## config.mk

```make
export PLATFORM = sky130hd
export DESIGN_NAME = udp_tx_scheduler
export DESIGN_NICKNAME = d
export VERILOG_FILES = /design/src/rtl/udp_tx_scheduler_pkg.sv /design/src/rtl/udp_tx_scheduler_rr_arbiter.sv /design/src/rtl/udp_tx_scheduler.sv
export SDC_FILE = /design/constraint.sdc
export NUM_CORES = 1
export LEC_CHECK = 0
export ABC_AREA = 1
export CORE_MARGIN = 2
export CORE_UTILIZATION = 43
export DETAILED_ROUTE_END_ITERATION = 8
export HOLD_SLACK_MARGIN = 0.02
export PLACE_DENSITY = 0.91
export SLEW_MARGIN = 0
export SYNTH_ARGS = -nofsm -noshare
export SYNTH_HDL_FRONTEND = slang
export SYNTH_SLANG_ARGS = --single-unit
```

## constraint.sdc

```tcl
create_clock -name sys_clk -period 6 [get_ports sys_clk]
set_input_delay 0.9 -clock sys_clk [delete_from_list [all_inputs] [get_ports sys_clk]]
set_output_delay 0.9 -clock sys_clk [all_outputs]
set_load 0.1 [all_outputs]
```

## src/rtl/udp_tx_scheduler_pkg.sv

```systemverilog
// udp_tx_scheduler shared definitions:
// header lengths, FSM encoding, index width helper.
package udp_tx_scheduler_pkg;

  localparam int UDP_HDR_LEN = 8;
  localparam int IP_HDR_LEN  = 20;

  typedef enum logic [1:0] {
    IDLE,
    GRANT,
    SEND,
    GAP
  } state_t;

  function automatic int idx_w(input int n);
    return (n > 2) ? $clog2(n) : 1;
  endfunction

endpackage

```

## src/rtl/udp_tx_scheduler_rr_arbiter.sv

```systemverilog
// Round-robin pick: req + ptr -> one-hot win, win_idx.
// Ports: req, ptr in; win, win_idx out (combinational).
module udp_tx_scheduler_rr_arbiter
  import udp_tx_scheduler_pkg::*;
#(
  parameter int NUM_CH = 2,
  parameter int IW     = idx_w(NUM_CH)
) (
  input  logic [NUM_CH-1:0] req,
  input  logic [IW-1:0]     ptr,
  output logic [NUM_CH-1:0] win,
  output logic [IW-1:0]     win_idx
);

  logic any;

  // Lowest requester overall is the wrap-around fallback;
  // the second pass overrides it with the lowest at/after ptr.
  always_comb begin
    win_idx = '0;
    any     = 1'b0;
    for (int i = NUM_CH - 1; i >= 0; i--) begin
      if (req[i]) begin
        win_idx = IW'(i);
        any     = 1'b1;
      end
    end
    for (int i = NUM_CH - 1; i >= 0; i--) begin
      if (req[i] && (IW'(i) >= ptr)) begin
        win_idx = IW'(i);
      end
    end
  end

  assign win = any ? (NUM_CH'(1) << win_idx) : '0;

endmodule

```

## src/rtl/udp_tx_scheduler.sv

```systemverilog
// Shares one MAC/UDP tx path among NUM_CH AXI-stream sources:
// ch_* in, m_axis_* out, latched UDP/IP header fields, grant, busy.
module udp_tx_scheduler
  import udp_tx_scheduler_pkg::*;
#(
  parameter int NUM_CH     = 2,
  parameter int IFG_CYCLES = 12
) (
  input  logic                 sys_clk,
  input  logic                 rst,
  input  logic [8*NUM_CH-1:0]  ch_tdata,
  input  logic [NUM_CH-1:0]    ch_tvalid,
  input  logic [NUM_CH-1:0]    ch_tlast,
  input  logic [NUM_CH-1:0]    ch_tuser,
  output logic [NUM_CH-1:0]    ch_tready,
  input  logic [16*NUM_CH-1:0] ch_src_port,
  input  logic [16*NUM_CH-1:0] ch_dst_port,
  input  logic [16*NUM_CH-1:0] ch_pay_len,
  output logic [7:0]           m_axis_tdata,
  output logic                 m_axis_tvalid,
  output logic                 m_axis_tlast,
  output logic                 m_axis_tuser,
  input  logic                 m_axis_tready,
  output logic [15:0]          UDP_SrcPort,
  output logic [15:0]          UDP_DestPort,
  output logic [15:0]          UDP_TotLen,
  output logic [15:0]          IP_TotLen,
  output logic [NUM_CH-1:0]    grant,
  output logic                 busy
);

  localparam int IW = idx_w(NUM_CH);
  localparam logic [IW-1:0] LAST_CH = IW'(NUM_CH - 1);
  localparam logic [7:0] GAP_LAST =
    8'((IFG_CYCLES > 0) ? IFG_CYCLES - 1 : 0);
  localparam logic [15:0] UDP_ADD = 16'(UDP_HDR_LEN);
  localparam logic [15:0] IP_ADD =
    16'(UDP_HDR_LEN + IP_HDR_LEN);

  state_t state, state_nx;

  logic [NUM_CH-1:0] req_q;
  logic [NUM_CH-1:0] win;
  logic [NUM_CH-1:0] grant_q;
  logic [IW-1:0]     rr_ptr;
  logic [IW-1:0]     win_idx;
  logic [7:0]        gap_cnt;
  logic [15:0]       sel_src, sel_dst, sel_len;

  // Requests are frozen when leaving IDLE so a source that
  // drops tvalid before GRANT still wins its slot.
  udp_tx_scheduler_rr_arbiter #(
    .NUM_CH (NUM_CH),
    .IW     (IW)
  ) u_arb (
    .req     (req_q),
    .ptr     (rr_ptr),
    .win     (win),
    .win_idx (win_idx)
  );

  always_comb begin
    sel_src = '0;
    sel_dst = '0;
    sel_len = '0;
    for (int i = 0; i < NUM_CH; i++) begin
      if (win[i]) begin
        sel_src = ch_src_port[16*i +: 16];
        sel_dst = ch_dst_port[16*i +: 16];
        sel_len = ch_pay_len[16*i +: 16];
      end
    end
  end

  always_comb begin
    state_nx      = state;
    m_axis_tdata  = '0;
    m_axis_tvalid = 1'b0;
    m_axis_tlast  = 1'b0;
    m_axis_tuser  = 1'b0;
    ch_tready     = '0;
    unique case (state)
      IDLE: begin
        if (|ch_tvalid) state_nx = GRANT;
      end
      GRANT: state_nx = SEND;
      SEND: begin
        for (int i = 0; i < NUM_CH; i++) begin
          if (grant_q[i]) begin
            m_axis_tdata  = ch_tdata[8*i +: 8];
            m_axis_tvalid = ch_tvalid[i];
            m_axis_tlast  = ch_tlast[i];
            m_axis_tuser  = ch_tuser[i];
            if (ch_tvalid[i] && ch_tlast[i] &&
                m_axis_tready) begin
              state_nx = (IFG_CYCLES > 0) ? GAP : IDLE;
            end
          end
        end
        ch_tready = grant_q & {NUM_CH{m_axis_tready}};
      end
      GAP: begin
        if (gap_cnt == GAP_LAST) state_nx = IDLE;
      end
      default: state_nx = IDLE;
    endcase
  end

  always_ff @(posedge sys_clk or posedge rst) begin
    if (rst) begin
      state        <= IDLE;
      req_q        <= '0;
      grant_q      <= '0;
      rr_ptr       <= '0;
      gap_cnt      <= '0;
      UDP_SrcPort  <= '0;
      UDP_DestPort <= '0;
      UDP_TotLen   <= '0;
      IP_TotLen    <= '0;
    end else begin
      state <= state_nx;
      if (state == IDLE) req_q <= ch_tvalid;
      if (state == GRANT) begin
        grant_q      <= win;
        rr_ptr       <= (win_idx == LAST_CH) ? '0
                                             : win_idx + 1'b1;
        UDP_SrcPort  <= sel_src;
        UDP_DestPort <= sel_dst;
        UDP_TotLen   <= sel_len + UDP_ADD;
        IP_TotLen    <= sel_len + IP_ADD;
      end
      if (state == SEND && state_nx != SEND) grant_q <= '0;
      gap_cnt <= (state == GAP) ? gap_cnt + 8'd1 : '0;
    end
  end

  assign grant = grant_q;
  assign busy  = (state != IDLE);

endmodule
```

==> results of run 1 <==
## per-layer routing
| metal | global-route usage, % | share of wire (%) |
|---|---|---|
| met5 | 0 | 0 |
| met4 | 11.1 | 2.0 |
| met2 | 43.1 | 50 |
| met3 | 6.74 | 8.5 |
| met1 | 30.0 | 40 |
## final cells by class
class	instances	area (sq um)	area share (%)
multi-input combinational	409	2200	32.8
timing repair buffer	202	2020	30.1
sequential	77	1930	28.8
tap	136	170	2.54
clock buffer	12	155	2.31
inverter	37	140	2.09
clock inverter	4	95.1	1.42
## layout by cell type (no fill, tap or decap), drive strengths merged, types with 4 or more instances in the layout
cell type,n
nand3,85
dfrtp,77
nand4,45
clkbuf,12
o21ai,18
clkdlybuf4s50,200
ha,5
inv,36
a21oi,9
a31oi,5
nor3b,4
nand2,171
nor2,41
a22oi,10
nor3,6
## cells by family (layout without fill, tap and decap cells)
family	count (synthesis)	in the layout	synth area share, %
AO/OA/AOI/OAI	46	46	6.37
XOR/XNOR	3	3	0.592
adder cells (fa/ha/maj)	5	5	1.41
buffers and inverters	71	255	7.18
flip-flops	77	77	43.4
AND/OR/NAND/NOR	355	355	41.1
## worst max-delay path by stage
stage                    startpoint             to  slack (ns)  cells after the start
6_report       grant[1]$_DFFE_PP0P_  m_axis_tvalid        2.04                      4
5_1_grt        grant[1]$_DFFE_PP0P_  m_axis_tvalid        1.94                      4
4_1_cts        grant[1]$_DFFE_PP0P_  m_axis_tvalid        2.09                      4
3_5_place_dp          m_axis_tready   ch_tready[1]        2.27                      4
3_3_place_gp          m_axis_tready   ch_tready[0]        2.32                      4
2_1_floorplan  grant[1]$_DFFE_PP0P_   ch_tready[1]        1.89                      2
## stage by stage
stage          util (%)  area, sq um  std cells  power (uW)  setup slack (ns)
2_1_floorplan         -         4440        557        3200              1.89
3_3_place_gp       63.4         6450        861        3850              2.32
3_5_place_dp       63.4         6450        861        3910              2.27
4_1_cts            65.8         6710        877        4420              2.09
5_1_grt            65.8         6710        877        4600              1.94
6_report           65.8         6710        877        4400              2.04
## power groups by stage
stage / sequential (uW) / clock [uW] / combinational, uW
after floorplan: 2100 / 0 / 1100
after global placement: 918 / 0 / 2930
after detailed placement: 935 / 0 / 2970
after CTS: 928 / 506 / 2980
after global routing: 956 / 529 / 3120
final: 931 / 498 / 2970
## state kept, by name, summed over array words and instances (netlist names)
name and count:
grant 2, req_q 2, rr_ptr 1, IP_TotLen 14, UDP_DestPort 16, UDP_TotLen 16
state 2, gap_cnt 8, UDP_SrcPort 16
## critical path: stages (launching register included)
cell and delay, ns:
dfrtp_1 0.57, nor2_1 0.64, nand2_1 0.13, a21oi_1 0.20
clkdlybuf4s50_1 1.16
==> summary.txt, run 1 <==
Clock tree
  – Post-CTS Resized: 0
  – CTS tree: done
  – Hold Buf Count CTS: 0
  – Postcts setup bufs: 0
  – Cts bufs inserted: 9
  – Root Driver: clkbuf_8
  – Htree depth: 3
  – CTS Buffer Depth: 2
  – Clock sink total: between 70 and 80
  – Clk_lat worst skew: ~0.35 ns
  – Clk slew on worst S/H paths: ~0.09 ns

Power
  – Comb power frac: 67.5%
  – VDD IR-drop max: between 0.4 and 0.5 mV
  – PwrDens: between 600 and 700 nW/um^2
  – Cell Int Power: 1710 uW
  – Sequential Power Share: a little over a fifth
  – Leakage: slightly below 0.003 uW
  – Net Sw Power: between 2000 and 3000 uW
  – Clk pwr share: a little under an eighth
  – Net Sw Frac: a little over 60%

Synth
  – Post-synthesis cell type count: 34
  – Syn Inst Count: roughly 560
  – Synth top area cells: dfrtp_1 43%, nand2_1 12%, nand3_1 8.3%
  – Top-count cell post-synth: nand2_1
  – Yosys top cell area share: 43.4%
  – Post-synth EDFFs: 0
  – Register area share after synthesis: 43.4%
  – Ys flop type: dfrtp_1
  – Synth area leader: dfrtp_1
  – Syn avg cell area: between 7 and 8 sq um
  – Commonest cells in the netlist: 145 x nand2_1, 77 x dfrtp_1, 74 x nand3_1, 45 x nand4_1, 35 x inv_1
  – Async SR Flop Fraction: between 90% and 100%
  – Post-Syn Nets: between 600 and 700
  – #FFs+latches synth: 77
  – Syn Std Cell Area: between 4000 and 5000 sq um
  – Synthesis Warnings: 0

Timing
  – FMAX: about 0.25 GHz
  – Period utilization: 65.9%
  – Least-Margin Pin Slew: 1.15 ns
  – Setup_tns: 0 ns
  – Final min period: about 4.0 ns
  – Max Slew Vio Count: 0
  – Final clock skew: slightly below 0.01 ns
  – RSZ-0062 raised after global routing: no
  – Setup Viol. Count Final: 0
  – Slew margin rel.: a little under a quarter
  – Hold Fails Final Rpt: 0
  – Hold_ws: 0.469 ns

Setup path
  – Worst setup SP type: register
  – CP required: between 5 and 6 ns
  – CP Max Fanout: 15
  – Crit end category: output port
  – Worst r2r src: req_q[0]$_DFFE_PP0N_
  – R2R cell count: 11
  – R2R Setup Slk: 3.20 ns
  – Reg-to-Reg End: IP_TotLen[8]$_DFFE_PP0P_
  – Critical path class: reg2out
  – WP data arrival: between 3 and 4 ns

Run status
  – Status: finished clean

Floorplanning
  – IO Pins: about 200
  – Initial Util: a little over two fifths
  – Die X: around 110 um
  – Die H: between 100 and 150 um
  – Placeable Area: slightly above 10000 sq um
  – Die area: about 11000 sq um
  – Row count: 37

Detailed routing
  – First-pass iteration count of the detailed router: 5
  – Residual DRC count: 0
  – Final WL: between 10 and 15 mm
  – WL/cell: 15.9 um
  – Vias per inst: approximately 5.3
  – Vias: around 4700
  – Post-DRT Antenna Nets: 0
  – Drt initial violations: roughly 230

Global routing
  – Initial antenna violation count: 0
  – Number of global-route vias before repair: 4782
  – First-pass GRT wire length: between 20 and 25 mm
  – Grt ovf: 0
  – Total GRT Usage: between 20% and 30%
  – Largest net degree at the start of global routing: 78

Place
  – Post-DP HPWL: between 10 and 15 mm
  – GPL Wtd Cong: between 0.8 and 0.9
  – I/O Buffers: 200

Hold path
  – Hold Startpoint: gap_cnt[0]$_DFF_PP0_
  – Hold Crit Class: reg2reg
  – Cells on Worst Hold Path: 1
  – Hold EP: gap_cnt[0]$_DFF_PP0_

Final layout
  – Layout net count: around 860
  – Fill cells: between 800 and 900
  – Layout area overhead: 51.0%
  – Share of layout cells above drive strength 1: 9.72%
  – Antenna diodes: 0

Job
  – Max-Cap Viols: 0
Note: power is estimated with default switching activity, not from simulation.
==> run 2, diff against run 1 <==
Settings changed: CORE_UTILIZATION 43 to 38, PLACE_DENSITY 0.91 to 0.85.
Clock period 6 ns to 3.23 ns, I/O delays scaled along.
==> summary.txt, run 2 (same netlist as run 1, synthesis figures left out) <==
Floorplanning
  – IO Pins: 201 (unchanged)
  – Die area: 12600 sq um (+13%)
  – Initial Util: 38.9% (-4.7 points)
  – Die X: 112 um (+6.1%)
  – Placeable Area: 11400 sq um (+12%)
  – Row count: 39 (+5.4%)
  – Die H: 112 um (+6.1%)

Clock tree
  – Hold Buf Count CTS: 0 (unchanged)
  – Clk slew on worst S/H paths: 0.06 ns (-0.03 ns)
  – CTS Buffer Depth: 2 (unchanged)
  – Clock sink total: 77 (unchanged)
  – Cts bufs inserted: 9 (unchanged)
  – Postcts setup bufs: 0 (unchanged)
  – Htree depth: 3 (unchanged)
  – Root Driver: clkbuf_16
  – CTS tree: done
  – Clk_lat worst skew: 0.34 ns (about the same)
  – Post-CTS Resized: 0 (unchanged)

Final layout
  – Top Registers: UDP_DestPort (16), UDP_SrcPort (16), UDP_TotLen (16)
  – Post-route cell area: 6720 sq um (+0.28%)
  – Antenna diodes: 0 (unchanged)
  – Non-filler cells, final: 887 (+1.1%)
  – Most common cell after layout, fill and taps aside: clkdlybuf4s50_1
  – Share of layout cells above drive strength 1: 17.9% (+8.2 points)
  – Layout net count: 865 (+0.35%)
  – Layout area overhead: 51.4%
  – Commonest cells after routing, fill and taps aside: 155 x clkdlybuf4s50_1, 145 x nand2_1, 76 x dfrtp_1, 74 x nand3_1, 49 x buf_4

Setup path
  – Worst setup SP type: register
  – WP data arrival: 2.11 ns (-0.95 ns)
  – Buf/Inv on CP: 1 (unchanged)
  – CP required: 2.75 ns (-2.35 ns)
  – Slowest stage delay, CP: 0.59 ns (-0.57 ns)
  – Slowest CP cell: nor2_1
  – Critical path class: reg2out
  – CP Max Fanout: 15 (unchanged)
  – Crit-path leading delay family: simple AND/OR/NAND/NOR gates
  – Crit path cell chain: nor2_1 > a22oi_1 > nor2_2 > buf_4
  – Crit end category: output port

Detailed routing
  – Vias per inst: 5.30 (-0.79%)
  – First-pass iteration count of the detailed router: 4 (-1)
  – Vias: 4702 (+0.34%)
  – WL/cell: 16.0 um (+0.69%)
  – Drt initial violations: 265 (+13%)
  – Post-DRT Antenna Nets: 0 (unchanged)
  – Final WL: 14.2 mm (+1.8%)
  – Residual DRC count: 0 (unchanged)

Timing
  – Hold_ws: 0.371 ns (-0.0975 ns)
  – RSZ-0062 raised after global routing: no
  – Final min period: about 2.6 ns
  – Max Slew Vio Count: 0 (unchanged)
  – Setup Viol. Count Final: 0 (unchanged)
  – Setup_tns: 0 ns (unchanged)
  – Slew margin rel.: 33.5% (+10 points)
  – Final clock skew: 0.00893 ns (-0.000700 ns)
  – FMAX: 0.385 GHz
  – Hold Fails Final Rpt: 0 (unchanged)
  – Least-Margin Pin Slew: 0.995 ns (-0.157 ns)
  – Period utilization: 80.4%

Power
  – PwrDens: 1230 nW/um^2 (+87%)
  – VDD IR-drop max: 0.918 mV (+99%)
  – Total Power: 8270 uW (+88%)
  – Leakage: 0.00308 uW (+3.8%)

Global routing
  – First-pass GRT wire length: 23.4 mm (+3.2%)
  – Number of global-route vias before repair: 4781 (-0.021%)
  – Largest net degree at the start of global routing: 69 (-12%)
  – Grt ovf: 0 (unchanged)
  – Initial antenna violation count: 0 (unchanged)
  – Total GRT Usage: 22.9% (-2.4 points)

Place
  – GPL Wtd Cong: 0.903 (+3.6%)
  – Post-DP HPWL: 10.6 mm (+5.6%)
  – Dpl cells: 871 (+1.2%)
  – I/O Buffers: 200 (unchanged)
  – Area after DPL: 6420 sq um (-0.50%)

Job
  – Max-Cap Viols: 0 (unchanged)

Run status
  – Status: finished clean

Hold path
  – Hold Crit Class: in2async
## run 2: changes by cell type in the layout (fill, tap and decap cells not counted), sizes merged
cell	change
clkbuf	-2
buf	+48
bufinv	-2
clkdlybuf4s50	-45
clkinv	+4
## run 2: worst paths after layout
check / start / to / slack [ns] / depth (start not counted)
max in group asynchronous: rst / IP_TotLen[15]$_DFFE_PP0P_ / 2.25 / 3
min: rst / UDP_SrcPort[13]$_DFFE_PP0P_ / 0.37 / 2
max reg2reg: req_q[1]$_DFFE_PP0N_ / IP_TotLen[8]$_DFFE_PP0P_ / 0.95 / 11
min reg2reg: UDP_TotLen[10]$_DFFE_PP0P_ / UDP_TotLen[10]$_DFFE_PP0P_ / 0.48 / 2
max: grant[1]$_DFFE_PP0P_ / m_axis_tdata[4] / 0.63 / 4
min in group sys_clk: UDP_TotLen[10]$_DFFE_PP0P_ / UDP_TotLen[10]$_DFFE_PP0P_ / 0.48 / 2
## run 2: metrics by stage
step / util, % / setup WS (ns)
after detailed placement: 56.2 / 0.945
after floorplan: - / 0.106
after global placement: 56.2 / 1.02
final: 58.9 / 0.633
after CTS: 58.9 / 0.614
after global routing: 58.9 / 0.491
## run 2: metal layers
layer / wire (um) / up-vias / part of all wire, % / track usage [%]
met4: 286 / 0 / 2.0 / 9.84
li1: - / 2242 / - / -
met5: 0 / - / 0 / 0
met3: 1150 / 23 / 8.1 / 6.10
met2: 7090 / 218 / 50 / 38.8
met1: 5690 / 2219 / 40 / 27.5
## run 2: area by class of cell
type / instances / area (sq um)
fillers: 1020 / 4690
flip-flops and latches: 77 / 1930
inverters: 37 / 140
multi-input cells: 409 / 2240
well taps: 143 / 179
clock buffers: 10 / 239
repair buffers: 205 / 1940
clock inverters: 6 / 62.6
## run 2: report_power, final
| group | leakage (uW) | switching, uW | total [uW] | internal [uW] |
|---|---|---|---|---|
| registers | 0.000981 | 267 | 1610 | 1350 |
| clock network | 0.000152 | 405 | 1020 | 618 |
| logic | 0.00195 | 4400 | 5630 | 1230 |
| total | 0.00308 | 5070 | 8270 | 3200 |
